File: src/rtl/cop0_pkg.sv
// Shared COP0 definitions: sequencer states, register addresses, fixed write masks.
// EXC_BADVA only exists when COP0_BADVADDR_WRITE_EN is defined.
package cop0_pkg;

  typedef enum logic [2:0] {
    IDLE,
    EXC_EPC,
    EXC_CAUSE,
`ifdef COP0_BADVADDR_WRITE_EN
    EXC_BADVA,
`endif
    EXC_STATUS,
    ERET_STATUS
  } seq_state_t;

  localparam logic [4:0]  REG_BADVADDR   = 5'd8;
  localparam logic [4:0]  REG_STATUS     = 5'd12;
  localparam logic [4:0]  REG_CAUSE      = 5'd13;
  localparam logic [4:0]  REG_EPC        = 5'd14;
  localparam logic [4:0]  REG_PRID       = 5'd15;
  localparam logic [2:0]  SEL0           = 3'd0;
  localparam logic [31:0] MASK_FULL      = 32'hFFFF_FFFF;
  localparam logic [31:0] MASK_CAUSE_EXC = 32'h8000_007C;
  localparam logic [31:0] MASK_CAUSE_SW  = 32'h0000_0300;

  typedef struct packed {
    logic [4:0]  rd;
    logic [2:0]  sel;
    logic [31:0] wdata;
    logic [31:0] wmask;
  } cop0_write_t;

  // Software may not touch BadVAddr or PRId, and only the Cause soft-interrupt bits.
  function automatic logic [31:0] mtc0_write_mask(input logic [4:0] rd, input logic [2:0] sel);
    logic [31:0] mask;
    mask = MASK_FULL;
    if (sel == SEL0) begin
      case (rd)
        REG_BADVADDR, REG_PRID: mask = '0;
        REG_CAUSE:              mask = MASK_CAUSE_SW;
        default:                mask = MASK_FULL;
      endcase
    end
    return mask;
  endfunction

endpackage

File: src/rtl/cop0_write_filter.sv
// Per-register writable-bit filter applied to MTC0 writes.
module cop0_write_filter
  import cop0_pkg::*;
(
  input  logic [4:0]  rd,
  input  logic [2:0]  sel,
  input  logic [31:0] data,
  output logic [31:0] wdata,
  output logic [31:0] wmask
);

  assign wdata = data;
  assign wmask = mtc0_write_mask(rd, sel);

endmodule

File: src/rtl/cop0_write_sequencer.sv
// Serialises MTC0, exception-commit and ERET updates onto one registered COP0 write port.
// Optional BadVAddr write on exceptions is enabled by COP0_BADVADDR_WRITE_EN.
module cop0_write_sequencer
  import cop0_pkg::*;
#(
  parameter int STATUS_EXL_BIT = 1
) (
  input  logic        clk,
  input  logic        reset_n,
  input  logic        mtc0_valid,
  output logic        mtc0_ready,
  input  logic [4:0]  mtc0_rd,
  input  logic [2:0]  mtc0_sel,
  input  logic [31:0] mtc0_data,
  input  logic        exc_valid,
  output logic        exc_ready,
  input  logic [31:0] exc_pc,
  input  logic [4:0]  exc_code,
  input  logic        exc_bd,
  input  logic [31:0] exc_badva,
  input  logic        exc_badva_valid,
  input  logic        eret_valid,
  output logic        eret_ready,
  input  logic [31:0] status_in,
  output logic        cop0_we,
  output logic [4:0]  cop0_rd,
  output logic [2:0]  cop0_sel,
  output logic [31:0] cop0_wdata,
  output logic [31:0] cop0_wmask,
  output logic        busy,
  output logic        exc_done
);

  localparam logic [31:0] EXL_MASK = 32'h1 << STATUS_EXL_BIT;

  seq_state_t  state;
  cop0_write_t port_q;
  logic [4:0]  lat_code;
  logic        lat_bd;
  logic [31:0] filt_wdata;
  logic [31:0] filt_wmask;

`ifdef COP0_BADVADDR_WRITE_EN
  logic [31:0] lat_badva;
  logic        lat_badva_valid;
`else
  logic unused_badva;
  assign unused_badva = ^{1'b0, exc_badva, exc_badva_valid};
`endif

  function automatic cop0_write_t mk_write(input logic [4:0] rd, input logic [2:0] sel,
                                           input logic [31:0] wdata, input logic [31:0] wmask);
    cop0_write_t w;
    w.rd    = rd;
    w.sel   = sel;
    w.wdata = wdata;
    w.wmask = wmask;
    return w;
  endfunction

  cop0_write_filter u_filter (
    .rd    (mtc0_rd),
    .sel   (mtc0_sel),
    .data  (mtc0_data),
    .wdata (filt_wdata),
    .wmask (filt_wmask)
  );

  assign exc_ready  = (state == IDLE);
  assign eret_ready = exc_ready && !exc_valid;
  assign mtc0_ready = eret_ready && !eret_valid;

  assign cop0_rd    = port_q.rd;
  assign cop0_sel   = port_q.sel;
  assign cop0_wdata = port_q.wdata;
  assign cop0_wmask = port_q.wmask;

  // Each state names the write currently on the port; the next write is registered on the way in.
  always_ff @(posedge clk or negedge reset_n) begin
    if (!reset_n) begin
      state    <= IDLE;
      port_q   <= '0;
      cop0_we  <= 1'b0;
      busy     <= 1'b0;
      exc_done <= 1'b0;
      lat_code <= '0;
      lat_bd   <= 1'b0;
`ifdef COP0_BADVADDR_WRITE_EN
      lat_badva       <= '0;
      lat_badva_valid <= 1'b0;
`endif
    end else begin
      cop0_we  <= 1'b0;
      exc_done <= 1'b0;
      case (state)
        IDLE: begin
          if (exc_valid && exc_ready) begin
            lat_code <= exc_code;
            lat_bd   <= exc_bd;
`ifdef COP0_BADVADDR_WRITE_EN
            lat_badva       <= exc_badva;
            lat_badva_valid <= exc_badva_valid;
`endif
            port_q  <= mk_write(REG_EPC, SEL0, exc_bd ? exc_pc - 32'd4 : exc_pc, MASK_FULL);
            cop0_we <= 1'b1;
            busy    <= 1'b1;
            state   <= EXC_EPC;
          end else if (eret_valid && eret_ready) begin
            port_q  <= mk_write(REG_STATUS, SEL0, 32'h0, EXL_MASK);
            cop0_we <= 1'b1;
            busy    <= 1'b1;
            state   <= ERET_STATUS;
          end else if (mtc0_valid && mtc0_ready) begin
            port_q  <= mk_write(mtc0_rd, mtc0_sel, filt_wdata, filt_wmask);
            cop0_we <= 1'b1;
          end
        end
        EXC_EPC: begin
          port_q  <= mk_write(REG_CAUSE, SEL0, {lat_bd, 24'b0, lat_code, 2'b0}, MASK_CAUSE_EXC);
          cop0_we <= 1'b1;
          state   <= EXC_CAUSE;
        end
        EXC_CAUSE: begin
          cop0_we <= 1'b1;
`ifdef COP0_BADVADDR_WRITE_EN
          if (lat_badva_valid) begin
            port_q <= mk_write(REG_BADVADDR, SEL0, lat_badva, MASK_FULL);
            state  <= EXC_BADVA;
          end else begin
            port_q   <= mk_write(REG_STATUS, SEL0, status_in | EXL_MASK, EXL_MASK);
            exc_done <= 1'b1;
            state    <= EXC_STATUS;
          end
`else
          port_q   <= mk_write(REG_STATUS, SEL0, status_in | EXL_MASK, EXL_MASK);
          exc_done <= 1'b1;
          state    <= EXC_STATUS;
`endif
        end
`ifdef COP0_BADVADDR_WRITE_EN
        EXC_BADVA: begin
          port_q   <= mk_write(REG_STATUS, SEL0, status_in | EXL_MASK, EXL_MASK);
          cop0_we  <= 1'b1;
          exc_done <= 1'b1;
          state    <= EXC_STATUS;
        end
`endif
        EXC_STATUS, ERET_STATUS: begin
          busy  <= 1'b0;
          state <= IDLE;
        end
        default: begin
          busy  <= 1'b0;
          state <= IDLE;
        end
      endcase
    end
  end

endmodule
File: config.mk
export PLATFORM = sky130hd
export DESIGN_NAME = cop0_write_sequencer
export DESIGN_NICKNAME = d
export VERILOG_FILES = /design/src/rtl/cop0_pkg.sv /design/src/rtl/cop0_write_filter.sv /design/src/rtl/cop0_write_sequencer.sv
export SDC_FILE = /design/constraint.sdc
export NUM_CORES = 1
export LEC_CHECK = 0
export ABC_AREA = 1
export ABC_CLOCK_PERIOD_IN_PS = 1700
export CAP_MARGIN = 15
export CORE_ASPECT_RATIO = 1.75
export CORE_MARGIN = 1
export CORE_UTILIZATION = 40
export CTS_BUF_LIST = sky130_fd_sc_hd__clkbuf_4
export DETAILED_ROUTE_END_ITERATION = 8
export PLACE_DENSITY = 0.84
export SLEW_MARGIN = 40
export SYNTH_ARGS = -nofsm -noshare
export SYNTH_HDL_FRONTEND = slang
export SYNTH_SLANG_ARGS = --single-unit
File: constraint.sdc
create_clock -name clk -period 1.7 [get_ports clk]
set_input_delay 0.17 -clock clk [delete_from_list [all_inputs] [get_ports clk]]
set_output_delay 0.17 -clock clk [all_outputs]
set_load 0.005 [all_outputs]
==> Word-level counts from Yosys, hierarchy flattened <==
Cells that the tools add are included.
{ "totals": {"reg_bits": 84, "latch_bits": 0, "mem_bits_rw": 0, "romBits": 0, "in_bits": 148, "out_inout_bits": 78, "word_cells": 52, "n_memories": 0} }
{ "classes": {"add_sub_neg": 1, "n_mul": 0, "div": 0, "order_cmp": 0, "eq_ne": 7, "shifts": 0, "muxes": 18, "bitwise": 1, "n_reduce_logical": 15} }
{ "ops": {"columns": ["op", "n"], "rows": [
  ["72-bit 2-to-1 mux", 3],
  ["72-bit one-hot mux with 3 select lines", 1],
  ["32-bit 2-to-1 mux", 2],
  ["32-bit one-hot mux with 2 select lines", 1],
  ["32-bit by 3-bit subtractor with 32-bit output (second input constant)", 1],
  ["5-bit by 4-bit equality test with 1-bit output (second input constant)", 3],
  ["3-bit one-hot mux with 3 select lines", 1],
  ["3-bit zero test", 2],
  ["1-bit 2-to-1 mux", 6],
  ["3-bit 2-to-1 mux", 2],
  ["2-bit AND reduction", 3],
  ["1-bit logical AND", 5],
  ["4-bit by 1-bit != test with 1-bit output (second input constant)", 1],
  ["1-bit one-hot mux with 2 select lines", 2],
  ["2-bit OR reduction", 2],
  ["3-bit by 1-bit equality test with 1-bit output (second input constant)", 1],
  ["3-bit by 2-bit equality test with 1-bit output (second input constant)", 1],
  ["3-bit by 1-bit != test with 1-bit output (second input constant)", 1],
  ["3-bit nonzero test", 1],
  ["1-bit zero test", 2],
  ["1-bit inverter", 1]
]} }

==> Logic depth before layout (Yosys ltp) <==
Gate-level depths: netlist of the first run.
{ "logic_depth": {"ltp_word": 8, "depth_mapped": 13} }

==> Hierarchy <==
Synthesis of the first run repeated with hierarchy kept, for this count alone.
{ "hier_totals": {"hier_cells": 761, "hier_area_um2": 5355.1} }
{ "modules_own_cells": {"columns": ["mod", "n_inst", "cells_per_inst", "area_each_um2", "seq_area_each_um2"], "rows": [
  ["cop0_write_sequencer", 1, 682, 4820.9, 2102.0],
  ["cop0_write_filter", 1, 79, 534.3, 0.0]
]} }

==> Worst setup path after synthesis of the first run <==
Ideal clock, no wire load.
{ "synth_timing": {"kind": "reg2reg", "startpoint": "register state[2]", "endpoint": "register port_q (netlist bit cop0_rd[0])", "setup_ns": 0.119, "arrival_ns": 1.350, "required_ns": 1.581, "slack_ns": 0.231, "stages_incl_launch_ff": 11, "path_buffers": 2, "period_less_slack_ns": 1.469, "cell_sequence": "dfrtp_1 nor2_4 nand2_2 nor2_4 nand2_1 nand2_2 inv_2 buf_6 buf_6 o22ai_1 inv_1"} }
{ "synth_via": {"elab_chain_len": 6, "word_cells_on_any_way": 14} }
{ "synth_rtl": {"columns": ["item", "line_no", "text"], "rows": [
  ["from (decl)", "cop0_write_sequencer.sv:36", "seq_state_t state;"],
  ["from (signal assigned)", "cop0_write_sequencer.sv:81", "state <= IDLE;"],
  ["from (signal assigned)", "cop0_write_sequencer.sv:107", "state <= EXC_EPC;"],
  ["from (signal assigned)", "cop0_write_sequencer.sv:112", "state <= ERET_STATUS;"],
  ["3-bit zero test (*)", "cop0_write_sequencer.sv:69", "assign exc_ready = (state == IDLE);"],
  ["1-bit logical AND (*)", "cop0_write_sequencer.sv:70", "assign eret_ready = exc_ready && !exc_valid;"],
  ["net eret_ready", "cop0_write_sequencer.sv:23", "output logic eret_ready,"],
  ["1-bit logical AND (on tied branches)", "cop0_write_sequencer.sv:108, cop0_write_sequencer.sv:71", null],
  ["72-bit 2-to-1 mux or 1-bit logical AND (tied branches)", "cop0_write_sequencer.sv:108, cop0_write_sequencer.sv:113", null],
  ["72-bit 2-to-1 mux or 4-bit by 1-bit != test with 1-bit output (tied branches)", null, null],
  ["72-bit one-hot mux with 3 select lines or 2-bit AND reduction (tied branches)", null, null],
  ["to (signal assigned)", "cop0_write_sequencer.sv:104", "port_q <= mk_write(REG_EPC, SEL0, exc_bd ? exc_pc - 32'd4 : exc_pc, MASK_FULL);"],
  ["to (signal assigned)", "cop0_write_sequencer.sv:109", "port_q <= mk_write(REG_STATUS, SEL0, 32'h0, EXL_MASK);"],
  ["to (signal assigned)", "cop0_write_sequencer.sv:114", "port_q <= mk_write(mtc0_rd, mtc0_sel, filt_wdata, filt_wmask);"],
  ["to (decl)", "cop0_write_sequencer.sv:37", "cop0_write_t port_q;"]
]} }
Mark *: on every way through the listed nets, which the timed path passes. The rest lies on a longest branch.
A chain may end at the register's enable or synchronous reset.

==> Final worst setup path of the first run <==
{ "layout_timing": {"startpoint": "register state[2]", "endpoint": "register port_q (netlist bit cop0_wdata[21])"} }
{ "layout_via": {"elab_chain_len": 6, "word_cells_on_any_way": 14} }
{ "layout_rtl": {"columns": ["item", "line_no"], "rows": [
  ["3-bit zero test", "cop0_write_sequencer.sv:69, cop0_write_sequencer.sv:95"],
  ["1-bit logical AND", "cop0_write_sequencer.sv:70"],
  ["1-bit logical AND (on tied branches)", "cop0_write_sequencer.sv:108, cop0_write_sequencer.sv:71"],
  ["72-bit 2-to-1 mux or 1-bit logical AND (tied branches)", "cop0_write_sequencer.sv:108, cop0_write_sequencer.sv:113"],
  ["72-bit 2-to-1 mux or 4-bit by 1-bit != test with 1-bit output (tied branches)", null],
  ["72-bit one-hot mux with 3 select lines or 2-bit AND reduction (tied branches)", null]
]} }
Several ways; a longest one is shown, not always the timed one.

==> impl_metrics.toml, run 1 <==
[outcome]
status = "complete, but fails checks"
violations = "setup timing"

[synthesis]
synthesis.area_sq_um = 3973
ys_seq_area_share_pct = 35.28
async_flop_share_pct = 100.0
synth_edf_count = 0
yosys-top-cells-area = "dfrtp_1 (35%), nand2_1 (16%), nor2_1 (8.1%)"
synth_seq_cells = 56
muxShareOfSynthArea_pct = 0
yosysWarnings = 0
synth_top_area_share_pct = 35.28
synth.cells.most_frequent = "nand2_1 (170), nor2_1 (86), inv_1 (59)"
synth_top_family_by_area = "simple AND/OR/NAND/NOR gates"
synth_fa_ha_area_share_pct = 0.3150
netlist_instances = 608
synth-xor-area-share_pct = 0.4409
synth_simple_gate_area_share_pct = 34.90
synth_flop_cell = "dfrtp_1"
synth_cell_types = 29
yosysTopAreaCell = "dfrtp_1"
syn-num-nets = 757
yosysMostFrequentCell = "nand2_1"
avgSynthCellArea_sq_um = 6.534
synth-compound-area-share_pct = 14.17

[floorplan]
design.core.area_sq_um = 9527
io_pins = 226
std_cell_rows = 47
fp.dieArea_sq_um = 10350
initial_core_util_pct = 41.70
die_y_microns = 133.8
die_width_microns = 77.34

[sta]
fin_skew_ps = 12.17
hold_slack_ps = 245.1
min_period_ps = 1755
max_slew.worst_pin.slew_ps = 435.0
maxSlewViolCount = 0
layout_setup_ws_ps = -54.69
grt_setup_unrepaired = "true"
max_slew_margin_pct = 70.91
tns_ps = -147.3
hold_violations = 0
period_share_pct = 103.2
setup_viol = 8
timing.fmax_mhz = 569.9

[cells_and_area]
nets = 1008
drive_gt1_share_pct = 19.65
final_cells = 983
area_growth_pct = 76.28
register_area_sq_um = 1403
fillCellCount = 763
multiInputGateArea_sq_um = 2163

[critical_path]
slowest_stage = "dfrtp_1"
critPathMaxFanout = 10
worst-setup-path-type = "reg2reg"
path_cells = "nor2_4, nand2_4, buf_4, nor2_4, buf_12, buf_12, nand3_1, a21oi_1"
cp.required_ps = 2030
arrival_ps = 2090
end_kind = "flip-flop"
crit_family = "simple AND/OR/NAND/NOR gates"
start_kind = "flip-flop"
path_buf_inv = 3
critPathMaxStageDelay_ps = 450

[worst_hold_path]
min_path_type = "in2async"

[power]
ir_drop_v = 0.001079
powerDensity_nw_per_um2 = 1535
power_leakage_nw = 3.419

[global_routing]
grt_pass1_wl_microns = 24760
antenna_found_initial = 1
grt_overflow_total = 0
grt_max_degree = 57
first_global_vias = 5083
grt.total_usage_pct = 31.31

[clock_tree]
clockBufferDepth = 2
cts_buffers = 5
h-tree-depth = 2
clkLatencyLatePin_ps = 420
cts_tree = "done"
cts_root_buf = "clkbuf_4"
path_clk_slew_ps = 200
clock-sinks = 56

[drt]
drc = 0
antenna_left = 0
vias = 5276
drt_iter0_markers = 316
via_per_inst = 5.367
avgRoutedWirePerCell_microns = 18.36
first_pass_iters = 5
wirelength_microns = 18050

[place]
io_buffer_count = 191
post-place-ws_ps = -217.2
dp_cells = 949
dp_hpwl_microns = 12620
gp_congestion = 0.9596

[flow_run]
drv_cap = 0
## final cells by class
cell class	count	share of cell area [%]
diodes	1	0.03573
well taps	122	2.180
inverters	65	3.734
clock inverters	3	0.3931
repair buffers	293	42.20
multi-input cells	438	30.89
flip-flops and latches	56	20.03
clock buffers	5	0.5360
## layer usage
layer	routed length (microns)	up-vias	global-route usage, %
met1	5477	2449	29.50
met2	9812	311	59.00
met3	1282	92	4.762
met4	1475	0	24.11
li1	-	2424	-
met5	0	-	0
## kinds of logic (layout without fill, tap and decap cells)
group / after synthesis / count (layout)
DFF: 56 / 56
other: 0 / 1
xor gates and xnor gates: 2 / 2
and+or+nand+nor: 330 / 330
AOI/OAI and AO/OA: 105 / 105
buffers and inverters: 114 / 366
adders and majority gates: 1 / 1
## through the flow
stage | instance area (sq um) | total power [mW] | util (%)
6_report | 7003 | 10.75 | 73.51
5_1_grt | 7003 | 11.36 | 73.51
4_1_cts | 6519 | 9.369 | 68.43
3_5_place_dp | 6350 | 8.490 | 66.65
3_3_place_gp | 6350 | 8.265 | 66.65
2_1_floorplan | 3973 | 5.475 | -
## cells in the final DEF (no fill, tap or decap), types with 16 or more instances in the layout
cell / n
a21oi_1: 38
a21oi_2: 16
buf_4: 80
clkdlybuf4s50_1: 165
dfrtp_1: 55
dlymetal6s2s_1: 22
inv_1: 58
nand2_1: 164
nand3_1: 44
nor2_1: 85
o21ai_0: 25
## sequential cells by signal, summed over array words and instances, names as in the netlist, 3 cells and up
name / cells
lat_code: 5
cop0_wmask: 4
cop0_sel: 3
cop0_wdata: 32
cop0_rd: 5
state: 3
## power breakdown
part | leakage [nW] | total [mW] | internal [mW] | switching [mW]
Combinational | 2.72 | 7.64 | 4.03 | 3.61
Sequential | 0.670 | 2.43 | 2.01 | 0.426
Clock | 0.0333 | 0.681 | 0.175 | 0.506
Total | 3.42 | 10.8 | 6.21 | 4.54
## worst reg2reg max path: cells and delay by family, from the launching register on
kind                   cells  cell delay, ps
DFF                        1             450
buffers and inverters      3             450
and+or+nand+nor            4             560
AOI/OAI and AO/OA          1             210
## worst paths after layout
check                             from             end  slack, ps  depth (start not counted)
setup / recovery              state[2]  cop0_wdata[21]        -50                          8
hold / removal                 reset_n         cop0_we        250                          3
setup reg to reg              state[2]  cop0_wdata[21]        -50                          8
hold reg to reg             cop0_rd[2]      cop0_rd[2]        510                          2
max in group asynchronous      reset_n      cop0_rd[0]       1180                          3
min in group clk           exc_code[1]     lat_code[1]        290                          3
## timing repair
action,4_1_cts,5_1_grt
hold buffers,1,0
endpoints found under the setup margin,31,55
hold endpoints to repair,56,0
buffers inserted,4,12
gates cloned,1,8
gates resized for setup,16,78
pin swaps,1,11
Power figures use the tool's default switching activity.
==> inputs of run 2 (changes only) <==
--- a/config.mk
+++ b/config.mk
@@ -6,7 +6,6 @@
 export NUM_CORES = 1
 export LEC_CHECK = 0
 export ABC_AREA = 1
-export ABC_CLOCK_PERIOD_IN_PS = 1700
 export CAP_MARGIN = 15
 export CORE_ASPECT_RATIO = 1.75
 export CORE_MARGIN = 1
==> results of run 2 <==
Same layout as run 1: the final DEF is identical, and so are final timing and power.
==> inputs of run 3 (changes only) <==
--- a/config.mk
+++ b/config.mk
@@ -7,12 +7,12 @@
 export LEC_CHECK = 0
 export ABC_AREA = 1
 export CAP_MARGIN = 15
-export CORE_ASPECT_RATIO = 1.75
-export CORE_MARGIN = 1
-export CORE_UTILIZATION = 40
+export CORE_AREA = 2 2 88 90
 export CTS_BUF_LIST = sky130_fd_sc_hd__clkbuf_4
 export DETAILED_ROUTE_END_ITERATION = 8
-export PLACE_DENSITY = 0.84
+export DIE_AREA = 0 0 90 92
+export DONT_BUFFER_PORTS = 1
+export PLACE_DENSITY = 0.7
 export SLEW_MARGIN = 40
 export SYNTH_ARGS = -nofsm -noshare
 export SYNTH_HDL_FRONTEND = slang
==> run 3 against run 2 <==
  * The flow finishes with violations (hold timing)
  * Clock skew is 3.6 ps lower
  * Critical endpoint is now cop0_wdata[17]
  * Global-route usage is 2.1 points lower
  * Maximum frequency is 8.9% higher
  * Routed wire length is 32% lower
  * First-iteration DRC count is 46% lower
  * Clock power is 31% higher
==> impl_metrics.toml, run 3 (synthesis results as in run 1) <==
[drt]
via_per_inst = 5.531
antenna_left = 0
first_pass_iters = 5
drt_iter0_markers = 171
vias = 4060
avgRoutedWirePerCell_microns = 16.82
drc = 0
wirelength_microns = 12350

[flow_run]
drv_cap = 0

[global_routing]
grt.total_usage_pct = 29.23
antenna_found_initial = 0
grt_pass1_wl_microns = 19600
grt_max_degree = 57
grt_overflow_total = 0
first_global_vias = 4095

[floorplan]
io_pins = 226
fp.dieArea_sq_um = 8280
die_y_microns = 92
design.core.area_sq_um = 7447
die_width_microns = 90
initial_core_util_pct = 53.34
std_cell_rows = 32

[sta]
maxSlewViolCount = 0
tns_ps = 0
hold_violations = 3
grt_setup_unrepaired = "true"
period_share_pct = 94.78
max_slew.worst_pin.slew_ps = 329.8
fin_skew_ps = 8.619
max_slew_margin_pct = 77.84
setup_viol = 0
timing.fmax_mhz = 620.6
hold_slack_ps = -12.58
min_period_ps = 1611

[cells_and_area]
nets = 781
antennaDiodeCount = 0
layout_commonest_cell = "nand2_1"
largest_reg_flops = 32
mostFrequentLayoutCells = "nand2_1 (167), nor2_1 (86), inv_1 (58), a21oi_1 (57), dfrtp_1 (56)"
area_growth_pct = 15.37
drive_gt1_share_pct = 9.019

[place]
io_buffer_count = 0
dp_hpwl_microns = 8870
gp_congestion = 0.9116

[clock_tree]
cts_tree = "done"
clkLatencyLatePin_ps = 380
cts_root_buf = "clkbuf_4"
clock-sinks = 56
h-tree-depth = 2
clockBufferDepth = 2
path_clk_slew_ps = 170
cts_buffers = 5

[critical_path]
critPathMaxStageDelay_ps = 460
critPathMaxFanout = 21
start_kind = "flip-flop"
cp.required_ps = 2020
worst-setup-path-type = "reg2reg"
end_kind = "flip-flop"
arrival_ps = 1940
slowest_stage = "dfrtp_1"
path_cells = "nor2_4, nand2_4, nor2_4, nand2_2, nand2_2, inv_2, buf_12, nand2_1, a21oi_1, a21oi_1"

[power]
powerDensity_nw_per_um2 = 1606
ir_drop_v = 0.0007003
power_leakage_nw = 2.198

[outcome]
violations = "hold timing"
status = "complete, but fails checks"

[worst_hold_path]
min_path_type = "in2reg"
run 3: cell count changes in the layout (fill, tap and decap cells not counted), sizes merged:
| cell | change |
|---|---|
| diode | -1 |
| clkinvlp | -1 |
| clkbuf | -6 |
| dlygate4sd3 | +40 |
| bufinv | +2 |
| buf | -74 |
| inv | -1 |
| dlymetal6s2s | -22 |
| clkdlybuf4s50 | -165 |
| clkinv | -1 |
run 3: area by class of cell:
type | count | area (sq um)
Fill cell | 706 | 2864
Tap cell | 102 | 127.6
Timing Repair Buffer | 66 | 710.7
Sequential cell | 56 | 1401
Clock inverter | 2 | 60.06
Inverter | 65 | 244.0
Multi-Input combinational cell | 438 | 2002
Clock buffer | 5 | 37.54
run 3: worst paths after layout:
kind	from	to	slack, ps	depth (start not counted)
setup / recovery	state[0]	cop0_wdata[17]	90	10
hold / removal	mtc0_data[25]	cop0_wdata[25]	-10	2
setup reg to reg	state[0]	cop0_wdata[17]	90	10
hold reg to reg	cop0_wmask[30]	cop0_wmask[30]	530	2
max in group asynchronous	reset_n	cop0_wdata[29]	1130	2
min in group asynchronous	reset_n	cop0_wdata[8]	320	2
run 3: routing by layer:
| layer | global-route usage [%] | share of wire [%] | vias to the layer above |
|---|---|---|---|
| met1 | 34.26 | 38 | 1865 |
| met3 | 7.806 | 9.6 | 35 |
| met4 | 9.615 | 2.7 | 0 |
| li1 | - | - | 1958 |
| met5 | 0 | 0 | - |
| met2 | 52.01 | 50 | 202 |
run 3: per-stage QoR:
step	instances	area (sq um)	power (mW)	setup WS, ps	util [%]
final	734	4583	7.359	88.73	61.54
after global routing	734	4583	7.972	-13.44	61.54
after CTS	728	4471	7.025	90.71	60.03
after detailed placement	680	3945	6.038	107.5	52.97
after global placement	680	3945	5.900	147.0	52.97
after floorplan	608	3973	5.475	231.0	-
run 3: power by group:
part	total (mW)	internal, mW	switching (mW)
Combinational	3.94	1.55	2.39
Clock	0.889	0.451	0.439
Sequential	2.53	2.01	0.529
run 3: repair_timing:
action                                  in CTS  in global routing
endpoints found under the setup margin       0                 28
hold buffers                                41                  1
endpoints found under the hold margin       91                  1
resized for setup                            0                 10
setup buffers                                0                  3
run 3: critical path, delay by kind of cell (launching register included):
kind / cells / cell delay, ps
and+or+nand+nor: 6 / 650
DFF: 1 / 460
buffers and inverters: 2 / 240
AOI/OAI and AO/OA: 2 / 190
==> patch, RTL diff (flow settings as in run 2) <==
The option `COP0_BADVADDR_WRITE_EN` is turned on by a define.
--- a/src/rtl/cop0_pkg.sv
+++ b/src/rtl/cop0_pkg.sv
@@ -2,2 +2,4 @@
 // EXC_BADVA only exists when COP0_BADVADDR_WRITE_EN is defined.
+`define COP0_BADVADDR_WRITE_EN
+
 package cop0_pkg;
Function: changed (Yosys sat finds a counterexample within 4 cycles, from zero or initial values and one cycle with reset_n low).
==> patch against run 2 <==
  * Synthesized cell count increased by 39%
  * Non-clock buffer count grew 54
  * Clock power rose by 57%
  * Worst setup slack got worse by 56 ps
  * Cell area rose by 29%
  * Hold slack got worse by 37 ps
  * Sequential cell count up 33
  * Sequential share of layout area grew 4.6 points
  * Synthesized area rose by 42%
  * Clock skew grew 14 ps
  * Wire length up 21%
  * The flow still finishes with violations (setup timing)
  * Combinational power rose by 13%
  * Power is 26% higher
==> patch: results (changes against run 2) <==
The fraction of final layout cells sized beyond drive strength 1 is 0.1526 (-0.04394). The DRC marker count from the first detailed-route iteration was 495 (+57%). The number of buffer cells added on primary ports came to 224 (+17%). The family with the most delay on the worst path is buffers and inverters. The final-layout setup total negative slack is -1276 ps (-1129 ps). Yosys attributes the largest share of cell area to sky130_fd_sc_hd__dfrtp_1 (39%), sky130_fd_sc_hd__nand2_1 (18%), sky130_fd_sc_hd__o21ai_0 (8.4%), sky130_fd_sc_hd__inv_1 (7.1%), sky130_fd_sc_hd__nor2_1 (5.5%). The number of cell instances on the worst register-to-register path came out at 10 (+2). The worst setup slack after layout is -110.5 ps (-55.81 ps).

Following the worst setup path forward leads to its endpoint at cop0_wdata[2]. The worst-margin pin slew is 536.5 ps (+101.5 ps). The number of placed instances with taps included was 1,285 (+35%). The clock latency of the later-clocked register in the worst-skew pair came out at 470 ps (+50 ps).

The placed wire-length estimate is 16,650 µm (+32%). The number of cells produced by synthesis is 848 (+39%). The leakage power came to 4.333 nW (+27%). The share of the yosys chip area belonging to registers is 0.3947 (+0.04192). The largest net degree at the start of global routing came to 51 (-11%). The mean routed wirelength per cell is 16.53 µm (-10%). The worst setup timing slack at the placement stage came out at -320.7 ps (-103.4 ps). The total CTS buffers came out at 9 (+4).

The via count of the first global-routing pass came to 6,664 (+31%). The post-CTS clock slew at the launch and capture registers of the worst setup and hold paths is 150 ps (-50 ps). The checks that failed: setup timing. The worst endpoint data arrival time came out at 2160 ps (+70 ps). The reg-to-reg startpoint is state[0].

The number of nets in the synthesized netlist came out at 997 (+32%). The total of endpoints with negative setup slack in the final report is 35 (+27). The worst hold margin is 208.5 ps (-36.59 ps). The global placer's final weighted congestion was 0.9965 (+3.8%). The worst IR drop on VDD is 917.3 µV (-15%).

After synthesis, the most frequently instantiated cells are sky130_fd_sc_hd__nand2_1 (266), sky130_fd_sc_hd__inv_1 (107), sky130_fd_sc_hd__o21ai_0 (95). The first-pass GRT wire length came out at 33,310 µm (+35%). The run finished, with violations left.

The maximum level of the CTS H-tree is 3 (+1). The netlist area before placement came to 5643 µm² (+42%). The post-synthesis cell type count came out at 31 (+6.9%).

The count of filler cells inserted in the layout is 1,165 (+53%).
patch: cell types whose count changed in the layout (fill, tap and decap cells not counted), sizes merged, moves of 8 or more:
cell / delta
o21ai: +66
a21oi: -10
nand2: +93
nand3: -8
buf: +27
dlymetal6s2s: -20
inv: +47
o211ai: +8
clkdlybuf4s50: +31
dlygate4sd2: +23
dfrtp: +33
patch: metal layers:
layer,up-vias,part of all wire,global-route usage
met5,-,0,0
met4,0,0.073,0.1996
met3,106,0.062,0.04202
met2,329,0.50,0.5021
met1,3089,0.37,0.3355
li1,3249,-,-
patch: through the flow:
stage,utilization,area [µm²]
final,0.6549,9061
after CTS,0.6438,8907
after detailed placement,0.6216,8601
after global routing,0.6549,9061
after floorplan,-,5643
after global placement,0.6216,8601
patch: repair_timing:
item                                    CTS  global route
hold endpoints to repair                 32             0
setup buffers                            15             4
endpoints found under the setup margin   62            90
pin swaps                                10            12
resized for setup                        64            38
cloned                                    3             2
hold buffers                              1             0
patch: power by group:
| group | switching [mW] | total [mW] | internal, mW |
|---|---|---|---|
| Sequential | 0.614 | 3.77 | 3.15 |
| Combinational | 4.45 | 8.67 | 4.22 |
| Clock | 0.761 | 1.07 | 0.307 |
| Total | 5.83 | 13.5 | 7.68 |
patch: layout make-up:
class	count	area share
Sequential cell	89	0.2461
Timing Repair Buffer	347	0.3706
Multi-Input combinational cell	584	0.2992
Clock buffer	10	0.008285
Inverter	112	0.04750
Clock inverter	5	0.003590
Antenna cell	1	0.0002762
Tap cell	177	0.02444
patch: logic make-up (layout without fill, tap and decap cells):
kind of cell    Yosys count  count (layout)  share of synthesized area
fa+ha+maj                 1               1                   0.002217
flops                    89              89                     0.3947
buf+inv                 175             474                     0.1426
simple gates            409             409                     0.2918
other cells               0               1                          0
compound gates          174             174                     0.1687
